===== src/rtl/pipe_stage_reg.sv =====
// Single pipeline register stage driven by a shared stall vector, with flush,
// bubble insertion, hold, illegal-stall detection and saturating event counters.
module pipe_stage_reg #(
    parameter int WIDTH  = 64,
    parameter int STAGE  = 1,
    parameter int NSTALL = 6,
    parameter int CNT_W  = 16
) (
    input  logic              clk,
    input  logic              rst,
    input  logic [NSTALL-1:0] stall,
    input  logic              flush,
    input  logic              clr_cnt,
    input  logic              in_valid,
    input  logic [WIDTH-1:0]  in_data,
    output logic              out_valid,
    output logic [WIDTH-1:0]  out_data,
    output logic [1:0]        st,
    output logic [CNT_W-1:0]  hold_cnt,
    output logic [CNT_W-1:0]  bubble_cnt,
    output logic [CNT_W-1:0]  flush_cnt,
    output logic              err
);

    typedef enum logic [1:0] {
        ST_EMPTY = 2'd0,
        ST_VALID = 2'd1,
        ST_HELD  = 2'd2
    } state_e;

    state_e            r_st;
    state_e            w_st_nxt;
    logic              r_valid;
    logic              w_valid_nxt;
    logic [WIDTH-1:0]  r_data;
    logic [WIDTH-1:0]  w_data_nxt;
    logic [CNT_W-1:0]  r_hold_cnt;
    logic [CNT_W-1:0]  r_bubble_cnt;
    logic [CNT_W-1:0]  r_flush_cnt;
    logic              r_err;
    logic              w_hold_ev;
    logic              w_bubble_ev;
    logic              w_flush_ev;
    logic              w_illegal;

    // Only our own stall bit and the downstream one matter.
    logic w_up_stall;
    logic w_dn_stall;
    logic w_unused_stall;
    assign w_up_stall     = stall[STAGE];
    assign w_dn_stall     = stall[STAGE+1];
    assign w_unused_stall = ^stall;

    function automatic logic [CNT_W-1:0] sat_inc(input logic [CNT_W-1:0] v);
        return (v == {CNT_W{1'b1}}) ? v : v + 1'b1;
    endfunction

    // NOTE: every signal gets a default before the priority chain so no path leaves it unassigned (no latch).
    always_comb begin
        w_valid_nxt = r_valid;
        w_data_nxt  = r_data;
        w_st_nxt    = r_st;
        w_hold_ev   = 1'b0;
        w_bubble_ev = 1'b0;
        w_flush_ev  = 1'b0;
        w_illegal   = 1'b0;
        if (flush) begin
            w_valid_nxt = 1'b0;
            w_data_nxt  = '0;
            w_st_nxt    = ST_EMPTY;
            w_flush_ev  = 1'b1;
        end else if (w_up_stall && !w_dn_stall) begin
            w_valid_nxt = 1'b0;
            w_data_nxt  = '0;
            w_st_nxt    = ST_EMPTY;
            w_bubble_ev = 1'b1;
        end else if (w_dn_stall) begin
            // Downstream stalled without us stalled is illegal but still must not overwrite.
            w_st_nxt    = (r_st == ST_EMPTY) ? ST_EMPTY : ST_HELD;
            w_hold_ev   = 1'b1;
            w_illegal   = !w_up_stall;
        end else begin
            w_valid_nxt = in_valid;
            w_data_nxt  = in_valid ? in_data : '0;
            w_st_nxt    = in_valid ? ST_VALID : ST_EMPTY;
        end
    end

    // NOTE: sequential state uses non-blocking assignments so all registers update together at the edge.
    always_ff @(posedge clk) begin
        if (rst) begin
            r_valid      <= 1'b0;
            r_data       <= '0;
            r_st         <= ST_EMPTY;
            r_hold_cnt   <= '0;
            r_bubble_cnt <= '0;
            r_flush_cnt  <= '0;
            r_err        <= 1'b0;
        end else begin
            r_valid <= w_valid_nxt;
            r_data  <= w_data_nxt;
            r_st    <= w_st_nxt;
            if (clr_cnt) begin
                r_hold_cnt   <= '0;
                r_bubble_cnt <= '0;
                r_flush_cnt  <= '0;
                r_err        <= 1'b0;
            end else begin
                if (w_hold_ev)   r_hold_cnt   <= sat_inc(r_hold_cnt);
                if (w_bubble_ev) r_bubble_cnt <= sat_inc(r_bubble_cnt);
                if (w_flush_ev)  r_flush_cnt  <= sat_inc(r_flush_cnt);
                if (w_illegal)   r_err        <= 1'b1;
            end
        end
    end

    assign out_valid  = r_valid;
    assign out_data   = r_data;
    assign st         = r_st;
    assign hold_cnt   = r_hold_cnt;
    assign bubble_cnt = r_bubble_cnt;
    assign flush_cnt  = r_flush_cnt;
    assign err        = r_err;

endmodule


===== config.mk =====
export PLATFORM = sky130hd
export DESIGN_NAME = pipe_stage_reg
export DESIGN_NICKNAME = d
export VERILOG_FILES = /design/src/rtl/pipe_stage_reg.sv
export SDC_FILE = /design/constraint.sdc
export NUM_CORES = 1
export LEC_CHECK = 0
export ABC_AREA = 1
export CAP_MARGIN = 40
export CORE_ASPECT_RATIO = 1.1
export CORE_MARGIN = 4
export CORE_UTILIZATION = 40
export CTS_CLUSTER_DIAMETER = 120
export CTS_CLUSTER_SIZE = 24
export DETAILED_ROUTE_END_ITERATION = 8
export DONT_BUFFER_PORTS = 1
export GPL_TIMING_DRIVEN = 1
export PLACE_DENSITY = 0.68
export SETUP_SLACK_MARGIN = 0.5
export SLEW_MARGIN = 40
export SYNTH_ARGS = -nofsm -noshare
export SYNTH_HDL_FRONTEND = slang
export SYNTH_SLANG_ARGS = --single-unit

===== constraint.sdc =====
create_clock -name clk -period 1.4 [get_ports clk]
set_clock_uncertainty 0.15 [all_clocks]
set_input_delay 0.28 -clock clk [delete_from_list [all_inputs] [get_ports clk]]
set_output_delay 0.28 -clock clk [all_outputs]
set_load 0.01 [all_outputs]

# After elaboration in Yosys (flattened, before gate mapping)
# Cells that the tools add are included.
# totals
regBits,116
out_inout_bits,116
word_cells,38
# op_classes
addsub,3
eq_ne,3
mux,13
bitwise,3
n_reduce_logical,9
# ops
cell,n
two-way mux 64 bit,1
"adder 16 x 1 -> 16 bit, second input constant",3
"equality test 16 bit, second input constant",3
two-way mux 1 bit,10
AND reduction 2 bit,3
two-way mux 2 bit,2
inverter 1 bit,3
OR reduction 3 bit,1
zero test 1 bit,2
zero test 2 bit,1
OR reduction 2 bit,1
logical AND 1 bit,1

# Depth between registers and ports, before layout
# depth
word_depth,5
depth_mapped,10

# Least setup slack after synthesis
# OpenSTA, ideal clock, no wires.
# synth_timing
path_kind,register to register
startpoint,register r_hold_cnt[1] (netlist: hold_cnt[1])
endpoint,register r_hold_cnt[2] (netlist: hold_cnt[2])
setup_time_ps,115
t_arrival_ps,1310
required_ps,1135
path_slack_ps,-175
path_stages_with_launch,10
period_less_slack_ps,1575
path_cell_list,dfxtp_1 > ha_1 > inv_1 > nor2_2 > nand2_1 > nor2_2 > nand2_2 > buf_6 > a21oi_1 > nor2_1
# synth_via
elab_chain_len,3
word_cells_on_any_way,4
classes_between,add/sub (1); eq/ne (1); bitwise (1); reduce/logical (1)
# synth_lines
element,line,text
"start, declared",37,logic [CNT_W-1:0] r_hold_cnt;
"start signal, assigned",109,if (w_hold_ev) r_hold_cnt <= sat_inc(r_hold_cnt);
"parallel branches: the longest is 3 deep, another holds adder 16 x 1 -> 16 bit",n/a,
# Several ways; the timed one is not identified.
# A chain may end at the register's enable or synchronous reset.

# Worst setup path after layout
# layout_timing
startpoint,register r_flush_cnt[1] (netlist: flush_cnt[1])
endpoint,output port flush_cnt[1]
# layout_lines
element,line,text
"start, declared",39,logic [CNT_W-1:0] r_flush_cnt;
"start signal, assigned",111,if (w_flush_ev) r_flush_cnt <= sat_inc(r_flush_cnt);
"end, declared",21,"output logic [CNT_W-1:0] flush_cnt,"
# No word-level cell between the ends.

==> results.yml <==
run_status:
  run_status: "finished with violations"
  violations: "hold timing, setup timing"
cells_and_area:
  layout_commonest_cell: "nand2_1"
  area_growth_syn_to_layout_pct: 72.4
  n_antenna_cell: 0
  fillers: 794
  final_cell_mix: "nand2_1 (100), nor2_1 (80), dfxtp_2 (63), buf_6 (63), dlygate4sd3_1 (62)"
  final_net_count: 882
  drive_gt1_share_pct: 52.0
worst_setup_path:
  critical_path_class: "flip-flop to output pin"
  worstPathRequired_ps: 970
  start_kind: "flip-flop"
  r2r_start: "hold_cnt[1]"
  crit_path_end_kind: "output pin"
  worst-endpoint-arrival_ps: 1110
  crit_path_start: "flush_cnt[1]"
  crit_fanout: 3
clock_tree:
  cts_made_buffers: 17
  clockBufferDepth: 2
  cts.sinks: 116
  root_buffer: "clkbuf_16"
  cts_tree: "done"
  clock_latency_ps: 420
  clk_pin_slew_worst_paths_ps: 60
  cts.htree.levels: 4
sta:
  finalHoldViolCount: 71
  slew_headroom_pct: 78.5
  setup_viol: 53
  setup_ws_ps: -145
  setup_tns_ps: -2870
  slew_viol_final: 0
  whs_ps: -161
  tightestPinTransition_ps: 322
  fin_crit_ps: 1540
  final.period_utilization_pct: 110
  fmax_ghz: 0.647
  rsz0062_at_grt: "yes"
place:
  dp_slack_ps: -159
  io_buffers: 0
  hpwl_mm: 10.3
  place_congestion: 0.864
min_path:
  hold_class: "primary input to flip-flop"
  hp-start: "stall[2]"
power_and_ir_drop:
  p_sw_share_pct: 22.9
  power_mw: 8.08
  vdd_drop_max_mv: 0.759
  power_leakage_nw: 3.34
  p_comb_share_pct: 5.5
  pwr-share-clk_pct: 53.8
  p_switching_mw: 1.85
  intPower_mw: 6.23
  powerDensity_mw_per_mm2: 951
  p_seq_share_pct: 40.7
drt:
  drt_pass1_iterations: 5
  ant_nets: 0
  num_vias: 5310
  via_per_inst: 5.47
  routed_wl_mm: 17.7
  drc: 0
  drt_iter0_markers: 339
  wl_per_cell_um: 18.3
floorplan:
  dieWidth_um: 114
  core-area_sq_mm: 0.0120
  die_area_sq_mm: 0.0142
  start_util_pct: 40.9
  rows: 42
  die_h_um: 124
  ios: 191
global_route:
  grt_pass1_vias: 5345
  antenna_found_initial: 0
  grt_pass1_wl_mm: 26.4
  grt-ovfl-total: 0
  grt_use_total_pct: 23.1
  grt_max_degree: 68
synthesis:
  syn_nets: 701
  synth-seq-cells: 116
  synth_cell_types: 28
  ys_seq_area_share_pct: 47.1
  syn_area_per_cell_sq_um: 7.91
  yosysWarnings: 0
  netlist_instances: 623
  netlist_area_sq_mm: 0.00493
flow_run:
  maxCapViolCount: 0
## synthesized netlist by cell type (all sizes together)
cell type / count / share of area, %
a21oi: 25 / 2.5
a32o: 64 / 13
and2: 2 / 0.25
buf: 17 / 2.0
clkbuf: 9 / 0.69
dfxtp: 116 / 47
ha: 3 / 0.76
inv: 47 / 3.6
nand2: 133 / 11
nand3: 34 / 3.6
nand3b: 4 / 0.61
nand4: 10 / 1.3
nor2: 132 / 11
nor3: 6 / 0.61
o21a: 1 / 0.15
o21ai: 15 / 1.6
xnor2: 1 / 0.18
xor2: 4 / 0.71
## area by class of cell
class | count | area (sq um) | share of cell area (%)
clock buffer | 19 | 453 | 5.33
sequential | 116 | 2600 | 30.6
inverter | 47 | 204 | 2.40
timing repair buffer | 187 | 1950 | 22.9
tap | 154 | 193 | 2.27
clock inverter | 13 | 146 | 1.72
multi-input combinational | 435 | 2950 | 34.7
## worst max-delay path: stages, from the launching register on
cell	delay, ps
dfxtp_4	360
buf_4	140
buf_6	110
buf_6	110
## routing by layer
layer | vias to the layer above | GRT usage [%] | routed length (um)
li1 | 2511 | - | -
met3 | 28 | 7.29 | 1430
met1 | 2536 | 25.8 | 6750
met5 | - | 0 | 0
met4 | 0 | 9.01 | 326
met2 | 235 | 40.6 | 9250
## state kept, by name, indices dropped and copies added (netlist names)
| name | count |
|---|---|
| flush_cnt | 16 |
| bubble_cnt | 16 |
| err | 1 |
| hold_cnt | 16 |
| st | 2 |
| out_data | 64 |
| out_valid | 1 |
## final timing paths
check	end	slack [ps]	depth (start not counted)
worst max register to register	hold_cnt[6]	-100	9
worst min-delay path	out_valid	-160	2
worst max-delay path	flush_cnt[1]	-140	3
worst min register to register	out_valid	350	2
## kinds of logic after synthesis
logic type	after synthesis	synth area share [%]
xor+xnor	5	0.889
simple gates	321	27.7
fa+ha+maj	3	0.762
buf+inv	73	6.25
flops	116	47.1
compound gates	105	17.3
## repair_timing
action,in CTS,in global routing
endpoints found under the hold margin,73,72
endpoints found under the setup margin,166,231
cloned,1,4
hold buffers,65,1
pin swaps,24,47
resized for setup,192,109
buffers inserted,14,10
## power groups by stage
| stage | sequential, mW | combinational [mW] | clock [mW] |
|---|---|---|---|
| 4_1_cts | 3.34 | 0.394 | 4.40 |
| 3_3_place_gp | 3.42 | 0.217 | 0 |
| 3_5_place_dp | 3.42 | 0.226 | 0 |
| 2_1_floorplan | 3.42 | 0.188 | 0 |
| 5_1_grt | 3.29 | 0.472 | 4.55 |
| 6_report | 3.29 | 0.441 | 4.35 |
## per-stage QoR
step           area (sq um)  utilization (%)  std cells  hold slack (ps)
2_1_floorplan          5370                -        623              209
3_3_place_gp           6110             50.8        844              209
3_5_place_dp           6110             50.8        844              218
4_1_cts                8010             66.5        956             -225
5_1_grt                8490             70.6        971             -168
6_report               8490             70.6        971             -161
Power figures use the tool's default switching activity.
